[src/rtl/serial_sub_pkg.sv]
// Shared types and helpers for the bit-serial subtractor.
//   state_e   : FSM state encoding (idle / busy / done)
//   cnt_width : bit-counter width for a given operand width, never below 1
package serial_sub_pkg;

  typedef enum logic [1:0] {
    StIdle = 2'd0,
    StBusy = 2'd1,
    StDone = 2'd2
  } state_e;

  function automatic int unsigned cnt_width(input int unsigned width);
    return (width <= 2) ? 1 : $clog2(width);
  endfunction

endpackage

[src/rtl/serial_sub_cell.sv]
// One-bit full subtractor: computes a - b - bin.
//   a, b, bin : minuend bit, subtrahend bit, borrow-in
//   d         : difference bit
//   bout      : borrow-out
module serial_sub_cell (
  input  logic a,
  input  logic b,
  input  logic bin,
  output logic d,
  output logic bout
);

  assign d    = a ^ b ^ bin;
  assign bout = (~a & b) | (~(a ^ b) & bin);

endmodule

[src/rtl/serial_subtractor.sv]
// Bit-serial subtractor with borrow: io_out = (io_lhs - io_rhs - io_bin) mod 2^WIDTH,
// one bit per clock, LSB first, with valid/ready on both sides.
//   clk, reset            : clock, asynchronous active-low reset
//   io_in_valid/ready     : operand handshake (io_lhs, io_rhs, io_bin)
//   io_out_valid/ready    : result handshake (io_out, io_bout)
//   io_zero               : difference-is-zero flag, only when SERIAL_SUB_ZERO_FLAG_EN is defined
module serial_subtractor
  import serial_sub_pkg::*;
#(
  parameter int unsigned WIDTH = 2
) (
  input  logic             clk,
  input  logic             reset,
  input  logic             io_in_valid,
  output logic             io_in_ready,
  input  logic             io_bin,
  input  logic [WIDTH-1:0] io_lhs,
  input  logic [WIDTH-1:0] io_rhs,
  output logic             io_out_valid,
  input  logic             io_out_ready,
  output logic [WIDTH-1:0] io_out,
  output logic             io_bout
`ifdef SERIAL_SUB_ZERO_FLAG_EN
  ,
  output logic             io_zero
`endif
);

  localparam int unsigned CntW = cnt_width(WIDTH);
  localparam logic [CntW-1:0] CntLast = CntW'(WIDTH - 1);

  state_e           state_q, state_d;
  logic [WIDTH-1:0] lhs_q, lhs_d;
  logic [WIDTH-1:0] rhs_q, rhs_d;
  logic [WIDTH-1:0] res_q, res_d;
  logic [CntW-1:0]  cnt_q, cnt_d;
  logic             borrow_q, borrow_d;
  logic             bout_q, bout_d;
  logic             cell_d, cell_bout;
  logic [WIDTH-1:0] res_shift;

  // Operands shift right each busy cycle, so the current bit is always bit 0.
  serial_sub_cell u_cell (
    .a    (lhs_q[0]),
    .b    (rhs_q[0]),
    .bin  (borrow_q),
    .d    (cell_d),
    .bout (cell_bout)
  );

  // New difference bit enters at the MSB; after WIDTH shifts bit 0 holds the LSB.
  if (WIDTH == 1) begin : g_res_w1
    assign res_shift = cell_d;
  end else begin : g_res_wn
    assign res_shift = {cell_d, res_q[WIDTH-1:1]};
  end

`ifdef SERIAL_SUB_ZERO_FLAG_EN
  logic nz_q, nz_d;      // OR of difference bits produced so far
  logic zero_q, zero_d;
`endif

  always_comb begin
    state_d  = state_q;
    lhs_d    = lhs_q;
    rhs_d    = rhs_q;
    res_d    = res_q;
    cnt_d    = cnt_q;
    borrow_d = borrow_q;
    bout_d   = bout_q;
`ifdef SERIAL_SUB_ZERO_FLAG_EN
    nz_d     = nz_q;
    zero_d   = zero_q;
`endif
    unique case (state_q)
      StIdle: begin
        if (io_in_valid) begin
          lhs_d    = io_lhs;
          rhs_d    = io_rhs;
          borrow_d = io_bin;
          cnt_d    = '0;
`ifdef SERIAL_SUB_ZERO_FLAG_EN
          nz_d     = 1'b0;
`endif
          state_d  = StBusy;
        end
      end
      StBusy: begin
        lhs_d    = lhs_q >> 1;
        rhs_d    = rhs_q >> 1;
        borrow_d = cell_bout;
        bout_d   = cell_bout;
        res_d    = res_shift;
        cnt_d    = cnt_q + CntW'(1);
`ifdef SERIAL_SUB_ZERO_FLAG_EN
        nz_d     = nz_q | cell_d;
`endif
        if (cnt_q == CntLast) begin
`ifdef SERIAL_SUB_ZERO_FLAG_EN
          zero_d  = ~(nz_q | cell_d);
`endif
          state_d = StDone;
        end
      end
      StDone: begin
        if (io_out_ready) begin
          state_d = StIdle;
        end
      end
      default: state_d = StIdle;
    endcase
  end

  always_ff @(posedge clk or negedge reset) begin
    if (!reset) begin
      state_q  <= StIdle;
      lhs_q    <= '0;
      rhs_q    <= '0;
      res_q    <= '0;
      cnt_q    <= '0;
      borrow_q <= 1'b0;
      bout_q   <= 1'b0;
    end else begin
      state_q  <= state_d;
      lhs_q    <= lhs_d;
      rhs_q    <= rhs_d;
      res_q    <= res_d;
      cnt_q    <= cnt_d;
      borrow_q <= borrow_d;
      bout_q   <= bout_d;
    end
  end

`ifdef SERIAL_SUB_ZERO_FLAG_EN
  always_ff @(posedge clk or negedge reset) begin
    if (!reset) begin
      nz_q   <= 1'b0;
      zero_q <= 1'b0;
    end else begin
      nz_q   <= nz_d;
      zero_q <= zero_d;
    end
  end

  assign io_zero = zero_q;
`endif

  assign io_in_ready  = (state_q == StIdle);
  assign io_out_valid = (state_q == StDone);
  assign io_out       = res_q;
  assign io_bout      = bout_q;

endmodule

[config.mk]
export PLATFORM = sky130hd
export DESIGN_NAME = serial_subtractor
export DESIGN_NICKNAME = d
export VERILOG_FILES = /design/src/rtl/serial_sub_pkg.sv /design/src/rtl/serial_sub_cell.sv /design/src/rtl/serial_subtractor.sv
export SDC_FILE = /design/constraint.sdc
export NUM_CORES = 1
export LEC_CHECK = 0
export ABC_AREA = 1
export CELL_PAD_IN_SITES_DETAIL_PLACEMENT = 0
export CELL_PAD_IN_SITES_GLOBAL_PLACEMENT = 1
export CORE_MARGIN = 2
export CORE_UTILIZATION = 32
export DETAILED_ROUTE_END_ITERATION = 8
export PLACE_DENSITY = 0.82
export SLEW_MARGIN = 25
export SYNTH_ARGS = -nofsm -noshare
export SYNTH_HDL_FRONTEND = slang
export SYNTH_HIERARCHICAL = 1
export SYNTH_SLANG_ARGS = --single-unit
[constraint.sdc]
create_clock -name clk -period 1.45 [get_ports clk]
set_input_delay 0.29 -clock clk [delete_from_list [all_inputs] [get_ports clk]]
set_output_delay 0.29 -clock clk [all_outputs]
set_load 0.005 [all_outputs]
; ---- After elaboration in Yosys (flattened, before gate mapping)
; Index checks and enable logic that the tools add are counted.
[word_totals]
reg_bits = 11
in_bits = 9
output_inout_bits = 5
elab_cells = 36
[op_classes]
add_sub_neg = 1
eq_ne = 5
muxes = 12
n_bitwise = 7
reduce_logical = 4
[op_table]
columns = cell, n
row1 = 2-bit 2-to-1 mux, 5
row2 = 2-bit one-hot mux with 2 select lines, 2
row3 = 2-bit one-hot mux with 3 select lines, 1
row4 = 2-bit inequality test (second input constant), 2
row5 = 1-bit one-hot mux with 2 select lines, 2
row6 = 3-bit AND reduction, 1
row7 = 1-bit bitwise AND, 2
row8 = 2-bit by 1-bit == test with 1-bit output (second input constant), 1
row9 = 2-bit == test (second input constant), 1
row10 = 2-bit zero test, 1
row11 = 1-bit 2-to-1 mux, 2
row12 = 2-bit by 1-bit inequality test with 1-bit output (second input constant), 1
row13 = 1-bit NOT, 2
row14 = 2-bit AND reduction, 1
row15 = 2-bit nonzero test, 1
row16 = 1-bit XOR, 2
row17 = 1-bit adder (second input constant), 1
row18 = 1-bit bitwise OR, 1

; ---- Logic depth before layout (Yosys ltp)
; Gate-level depths: netlist of run 1.
[logic_depth]
ltp_word = 5
ltp_mapped = 5
ltp_nobuf = 5

; ---- Modules after synthesis
; The synthesis of run 1 kept the hierarchy.
[modules_own_cells]
columns = module, n_inst, cells_per_inst, area_each_um2, seq_area_each_um2
row1 = serial_subtractor, 1, 56, 471.7, 275.3
row2 = serial_sub_cell, 1, 4, 31.3, 0.0

; ---- Least setup slack after synthesis of run 1
; OpenSTA, ideal clock, no wires.
[synth_path]
kind = flip-flop to flip-flop
from = register lhs_q[0]
to = register res_q[1] (netlist: io_out[1])
setup_time_ns = 0.117
arrival_time_ns = 0.942
required_time_ns = 1.333
setup_slack_ns = 0.392
stages_incl_launch_ff = 4
n_path_buf = 0
period_less_slack_ns = 1.058
path_cell_list = dfrtp_1 fa_1 nand2_1 nand2_1
[synth_between]
elab_chain_cells = 2
[synth_lines]
columns = element, line_no
row1 = from (decl), serial_subtractor.sv:33  ; logic [WIDTH-1:0] lhs_q, lhs_d;
row2 = from (signal assigned), serial_subtractor.sv:125  ; lhs_q <= lhs_d;
row3 = 1-bit XOR (2 in series), serial_sub_cell.sv:13  ; assign d = a ^ b ^ bin;
row4 = via cell_d, serial_subtractor.sv:39  ; logic cell_d, cell_bout;
row5 = to (signal assigned), serial_subtractor.sv:127  ; res_q <= res_d;
row6 = to (decl), serial_subtractor.sv:35  ; logic [WIDTH-1:0] res_q, res_d;
; The timed path passes the listed nets, and every way through them passes these cells.
; A chain may end at the register's enable or synchronous reset.

; ---- Final worst setup path of run 1
[layout_path]
from = register res_q[0] (netlist: io_out[0])
to = output port io_out[0]
[layout_rtl]
columns = element, line_no
row1 = to (decl), serial_subtractor.sv:21  ; output logic [WIDTH-1:0] io_out,
; No word-level cell between the ends.

==> impl_summary.md, run 1 <==
Detailed routing
The post-detailed-route DRC marker count is 0. The routed design has 968 µm of wire. The vias after detailed routing is 420. The number of DRC markers after the initial detailed-route iteration is 9. Using the TritonRoute via totals, the vias-per-cell ratio works out to 4.33. In the final routed layout, each cell accounts on average for 9.98 µm. The detail route stage leaves a number of antenna-violating nets equal to 0.

The first-pass iteration count of the detailed router is 4.

Clock network
The count of hold buffers inserted by post-cts repair is 0. The TritonCTS clock tree is done. The number of buffers inserted during clock tree synthesis is 3. In this run the number of H-tree levels came out at 1. The later pin in the worst-skew pair is clocked with a latency of 270 ps. After clock tree synthesis, the clock-pin slew on the worst setup and hold paths is 70 ps.

The number of buffers inserted to repair setup after CTS is 0. The clock net in this run drives a total of 11 sinks. The cell sitting at the root of the clock tree is a sky130_fd_sc_hd__clkbuf_4. The clock passes through at most 2 buffers.

GRT
The global-route congestion overflow total is 0. The via count of the first global-routing pass was 398. The initial antenna violation count is 0. The wire length of the first global-routing pass is 1690 µm.

Entering global routing, the biggest net connects 12 pins. For this run, the total global-route usage over all layers was measured as 12.3%.

Critical path
The type of the setup path with the least slack is reg2out. The largest fanout on the critical path is 2. Data on the critical path is required at its endpoint by 1160 ps.

The sort of element at the start of the critical path is a register. The critical path goes through clkdlybuf4s50_1. The kind of cell with the highest combined delay along the critical path is buffers and inverters. The setup slack of the most critical reg-to-reg path is 360 ps. Together, buffers and inverters on the worst path number 1. The worst endpoint data arrival time is 1110 ps. On the worst path, the slowest cell contributes a delay of 500 ps.

On the critical path, the stage with the largest delay is an instance of sky130_fd_sc_hd__clkdlybuf4s50_1. The element type at the critical path end is an output pin.

Logic synthesis
The Yosys step of the flow raised 6 warnings. The share of synthesized area in the top cell type comes to 54.7%. The net count after synthesis is 70. The post-synthesis register bit count is 11.

The synthesized cell area is 503 µm². The number of instances in the synthesized netlist is 60. Sequential elements use 54.7% of the synthesized area. By area the synthesized netlist is led by sky130_fd_sc_hd__dfrtp_1 (55%), sky130_fd_sc_hd__nand2_1 (16%), sky130_fd_sc_hd__inv_1 (7.5%). The netlist uses 13 different library cells. The average cell area after synthesis is 8.38 µm².

The cell type with the largest total area after synthesis is sky130_fd_sc_hd__dfrtp_1.

Placed design
At the end of routability-driven placement, the weighted congestion stood at 0.752. In this run the tool buffered the top-level ports with 13 buffer cells. In this run, placement finished with an instance count of 93.

The setup slack at placement is 117 ps. The half-perimeter wire length after detailed placement is 743 µm.

Min path
The classification of the worst-slack hold path is in2async.

Timing
The share of the cycle needed by the critical path after routing is 96.6%. The final-layout setup total negative slack is 0 ps. The number of setup violations in the final report is 0. At the pin with the least slew margin, the transition time is 502 ps. The final-report hold violation count is 0. The minimum period implied by the final worst setup slack is 1400 ps. Setup slack on the critical path of the routed design comes to 49.3 ps.

The final worst clock skew is 0.357 ps. Derived from the worst setup path, the maximum achievable clock frequency is 714 MHz. The final-report max-slew violation count came to 0. In this run the tightest slew margin relative to its limit is 66.4%.

Setup repair after global routing left no endpoint under its margin.

Die
The area enclosed by the die boundary is 1900 µm². The initial utilization of the core area, before any placement, comes to 33.8%. The vertical die dimension is 43.6 µm. The width of the die is 43.6 µm.

In this run the count of I/O pins placed on the die edge is 14. The floorplan has 14 rows. The placeable core area is 1490 µm².

Power
In this run the power density over the cells is 2080 nW/µm². The analysis attributes to cell leakage a power of 0.383 nW. The total power is 1.48 mW. The worst ir drop on vdd is 0.696 mV.

Run status
The flow ran to the end, and the final reports show no timing, DRC or antenna violations.

Cells and area
Leaving out fill and tap cells, the most frequent cell in the layout is sky130_fd_sc_hd__nand2_1. The number of antenna cells inserted is 0. The share of post-route cells with drive strength above 1 is 14.8%. The finished layout holds 97 standard cells, fillers aside. The area growth from synthesis to layout is 41.5%.

In the layout the commonest cells are sky130_fd_sc_hd__nand2_1 (22), sky130_fd_sc_hd__dfrtp_1 (11), sky130_fd_sc_hd__inv_1 (10), sky130_fd_sc_hd__clkdlybuf4s50_1 (10), sky130_fd_sc_hd__nand3_1 (6). The final layout contains 92 nets.

Job
The tool flagged a number of max-cap violations equal to 0.
## worst register-to-register path, delay by kind of cell, from the launching register on
| kind | cells | cell delay [ps] |
|---|---|---|
| AOI/OAI and AO/OA | 1 | 280 |
| buffers and inverters | 1 | 170 |
| DFF | 1 | 410 |
| and+or+nand+nor | 2 | 170 |
## cell families (layout without fill, tap and decap cells)
logic type               after synthesis  count (layout)  share of synthesized area (%)
AO/OA/AOI/OAI                          5               5                           5.22
buffers and inverters                 11              32                           8.21
flip-flops                            11              11                           54.7
AND/OR/NAND/NOR                       32              32                           27.9
adder cells (fa/ha/maj)                1               1                           3.98
## cell usage after synthesis (all sizes together)
cell type / instances
nand3: 6
nor2: 2
nand2: 24
o22ai: 1
dfrtp: 11
inv: 11
o21ai: 4
fa: 1
## power breakdown
part | total [mW] | switching, mW | internal, mW
Combinational | 0.737 | 0.397 | 0.340
Sequential | 0.532 | 0.0758 | 0.456
Clock | 0.210 | 0.104 | 0.106
Total | 1.48 | 0.576 | 0.903
## timing repair
item | in CTS | in global routing
gates resized for setup | 3 | 1
setup endpoints to repair | 2 | 1
pin swaps | 1 | 0
## worst paths after layout
check,start,to,cells past startpoint
setup / recovery,io_out[0],io_out[0],1
hold / removal,reset,io_out[1],1
setup reg to reg,state_q[0],lhs_q[0],4
hold reg to reg,io_bout,io_bout,2
max in group asynchronous,reset,lhs_q[1],1
min in group clk,io_bout,io_bout,2
## metal layers
layer	share of wire, %	routed length (µm)	global-route usage [%]	vias to the layer above
li1	-	-	-	225
met1	49	473	17.3	181
met2	43	412	16.5	12
met3	7.3	71	2.50	2
met4	1.0	10	9.09	0
met5	0	0	0	-
## state kept, by name, indices dropped and copies added (netlist names)
signal,count
io_bout,1
lhs_q,2
state_q,2
rhs_q,2
borrow_q,1
io_out,2
cnt_q,1
## cell type report
type / instances / area [µm²]
fillers: 151 / 777
flip-flops and latches: 11 / 275
multi-input cells: 38 / 189
repair buffers: 17 / 160
inverters: 11 / 41.3
clock buffers: 4 / 26.3
well taps: 16 / 20.0
## metrics by stage
stage               cell area [µm²]  utilization [%]  hold WS (ps)
global placement                683             45.9           461
floorplan                       503                -         -5.59
global route                    712             47.8           399
CTS                             709             47.6           368
finish                          712             47.8           357
detailed placement              683             45.9           470
Power figures use the tool's default switching activity.
==> run 2, diff against run 1 <==
ABC_CLOCK_PERIOD_IN_PS = 1450   (was default)
PLACE_DENSITY = 0.79   (was 0.82)
==> impl_summary.md, run 2 (synthesized netlist as in run 1, its figures left out) <==
Critical path
For the worst setup path, the data required time is 1160 ps. In this run the critical register-to-register path is captured at borrow_q. The largest single stage delay on the critical path is 500 ps.

STA classifies the critical path endpoint as an output pin. For this design, the slowest cell found on the critical path is sky130_fd_sc_hd__clkdlybuf4s50_1. The launch point of the worst path is io_out[0]. The startpoint identified for the worst register-to-register timing path is state_q[0]. The number of buffers and inverters on the critical path is 1. The count of cells along the worst register-to-register path is 5.

The setup slack of the most critical reg-to-reg path is 220 ps. The gate family responsible for the most delay along the worst path is buffers and inverters. The signal on the critical path passes through clkdlybuf4s50_1.

The sort of element at the start of the critical path is a register. The largest fanout on the critical path is 2. The worst endpoint data arrival time is 1110 ps.

The setup path with the least slack is of type reg2out. In this run the number of cells on the critical path is 1.

Die
Once the floorplan was initialized, standard cells occupied 33.8% of the core. The die covers 1900 µm². The region available for standard cell placement spans 1490 µm². From left edge to right edge, the die measures 43.6 µm. For this design the top-level I/O count stands at 14. The vertical die dimension is 43.6 µm. The row count is 14.

GRT
The wire length of the first global-routing pass is 1810 µm. The via count of the first global-routing pass is 442. The overall track demand over capacity in global routing is 13.6%. The initial antenna violation count is 0. The maximum number of pins on one net before global-route repair is 12. The global-route congestion overflow total is 0.

Cells and area
After the last flow step, the layout net total stands at 96. The summed area of non-filler cells in the final layout is 736 µm². The most common cell after layout, fill and taps aside is sky130_fd_sc_hd__nand2_1. The number of antenna cells inserted is 0. The share of post-route cells with drive strength above 1 is 20.0%. Leaving out fill and tap cells, the most frequent cells in the layout are sky130_fd_sc_hd__nand2_1 (22), sky130_fd_sc_hd__dfrtp_1 (11), sky130_fd_sc_hd__clkdlybuf4s50_1 (11).

The area growth from synthesis to layout is 46.3%.

Min path
The classification of the worst-slack hold path is in2async.

Power
The cell leakage power is 0.390 nW. The design draws 1.58 mW. The total power per unit cell area is 2150 nW/µm². IR analysis of the VDD net gives a maximum drop of 0.804 mV.

Detailed routing
After detailed routing, the average wire length per cell comes to 10.6 µm. In this run, the number of DRC markers left after iteration 0 of detailed routing was 5. The first-pass iteration count of the detailed router is 3. The routed wire length is 1070 µm.

The vias after detailed routing is 448. After detailed routing, the number of vias per cell comes to 4.44. The count of nets left with antenna violations once routing finished came out at 0. In the routed design, unresolved DRC markers number 0.

Clock network
The number of buffers inserted during clock tree synthesis is 3. The number of H-tree levels is 1. Clock latency on the worst-skew pair, taken at its later pin, is 270 ps. The maximum buffer depth of the clock tree is 2. The TritonCTS clock tree is done. The count of hold buffers inserted by post-cts repair is 0. The clock transition at the register clock pins on the worst setup and hold paths after CTS is 80 ps. CTS placed an instance of sky130_fd_sc_hd__clkbuf_4 at the clock tree root. The clock sink total is 11.

Run status
The flow ran to the end, and the final reports show no timing, DRC or antenna violations.

Timing
For the final routed database, the setup TNS stands at 0 ps. The final hold slack is 357 ps. Setup repair after global routing left no endpoint under its margin. The clock arrives with 6.63 ps of skew. The highest attainable clock frequency is 712 MHz. Headroom to the max-slew limit came out at 65.5%. The final-report max-slew violation count is 0. The clock period could shrink to 1400 ps. The number of setup violations in the final report is 0. For the pin with the worst max-slew slack, the measured transition is 515 ps. The final-report hold violation count is 0. The share of the cycle needed by the critical path after routing is 96.9%.

Placed design
The placed cell area is 683 µm². The weighted congestion at the end of routability-driven global placement is 0.751. Detailed placement finished with a half-perimeter wire length of 767 µm. Port buffering added 13 buffers.

Job
The total of max-cap violations is 0.
-- run 2: changes by cell type in the layout (fill, tap and decap cells not counted) --
cell	delta
sky130_fd_sc_hd__dlymetal6s2s_1	-1
sky130_fd_sc_hd__clkdlybuf4s50_1	+1
sky130_fd_sc_hd__dlygate4sd2_1	-1
sky130_fd_sc_hd__buf_4	+4
sky130_fd_sc_hd__clkbuf_2	+1
-- run 2: final cells by class --
class / count / area, µm²
Inverter: 11 / 41.3
Clock buffer: 4 / 26.3
Multi-Input combinational cell: 38 / 189
Tap cell: 16 / 20.0
Fill cell: 144 / 753
Timing Repair Buffer: 21 / 184
Sequential cell: 11 / 275
-- run 2: metal layers --
metal	track usage, %	routed length [µm]	up-vias
met5	0	0	-
met4	10.9	10	0
met3	2.50	59	2
met2	20.0	475	12
met1	17.3	524	201
li1	-	-	233
-- run 2: through the flow --
step	std cells	setup WS [ps]	utilization (%)
5_1_grt	101	11.2	49.4
6_report	101	45.5	49.4
2_1_floorplan	60	392	-
4_1_cts	100	7.90	49.2
3_5_place_dp	93	109	45.9
3_3_place_gp	93	117	45.9
-- run 2: worst max-delay path by stage --
stage | endpoint | slack, ps
final | io_out[0] | 50
after global routing | io_bout | 10
after CTS | io_in_ready | 8
after detailed placement | io_out_valid | 110
after global placement | io_in_ready | 120
after floorplan | io_out[1] | 390
-- run 2: where the power goes --
part           leakage [nW]  total (mW)  internal, mW  switching [mW]
sequential            0.138       0.527         0.456          0.0711
combinational         0.237       0.844         0.410           0.433
clock                0.0150       0.214         0.106           0.107
total                 0.390        1.58         0.973           0.612
-- run 2: timing repair --
action	4_1_cts	5_1_grt
cloned	0	0
hold endpoints to repair	0	0
buffers inserted	3	1
endpoints found under the setup margin	2	2
resized for setup	4	1
pin swaps	1	0
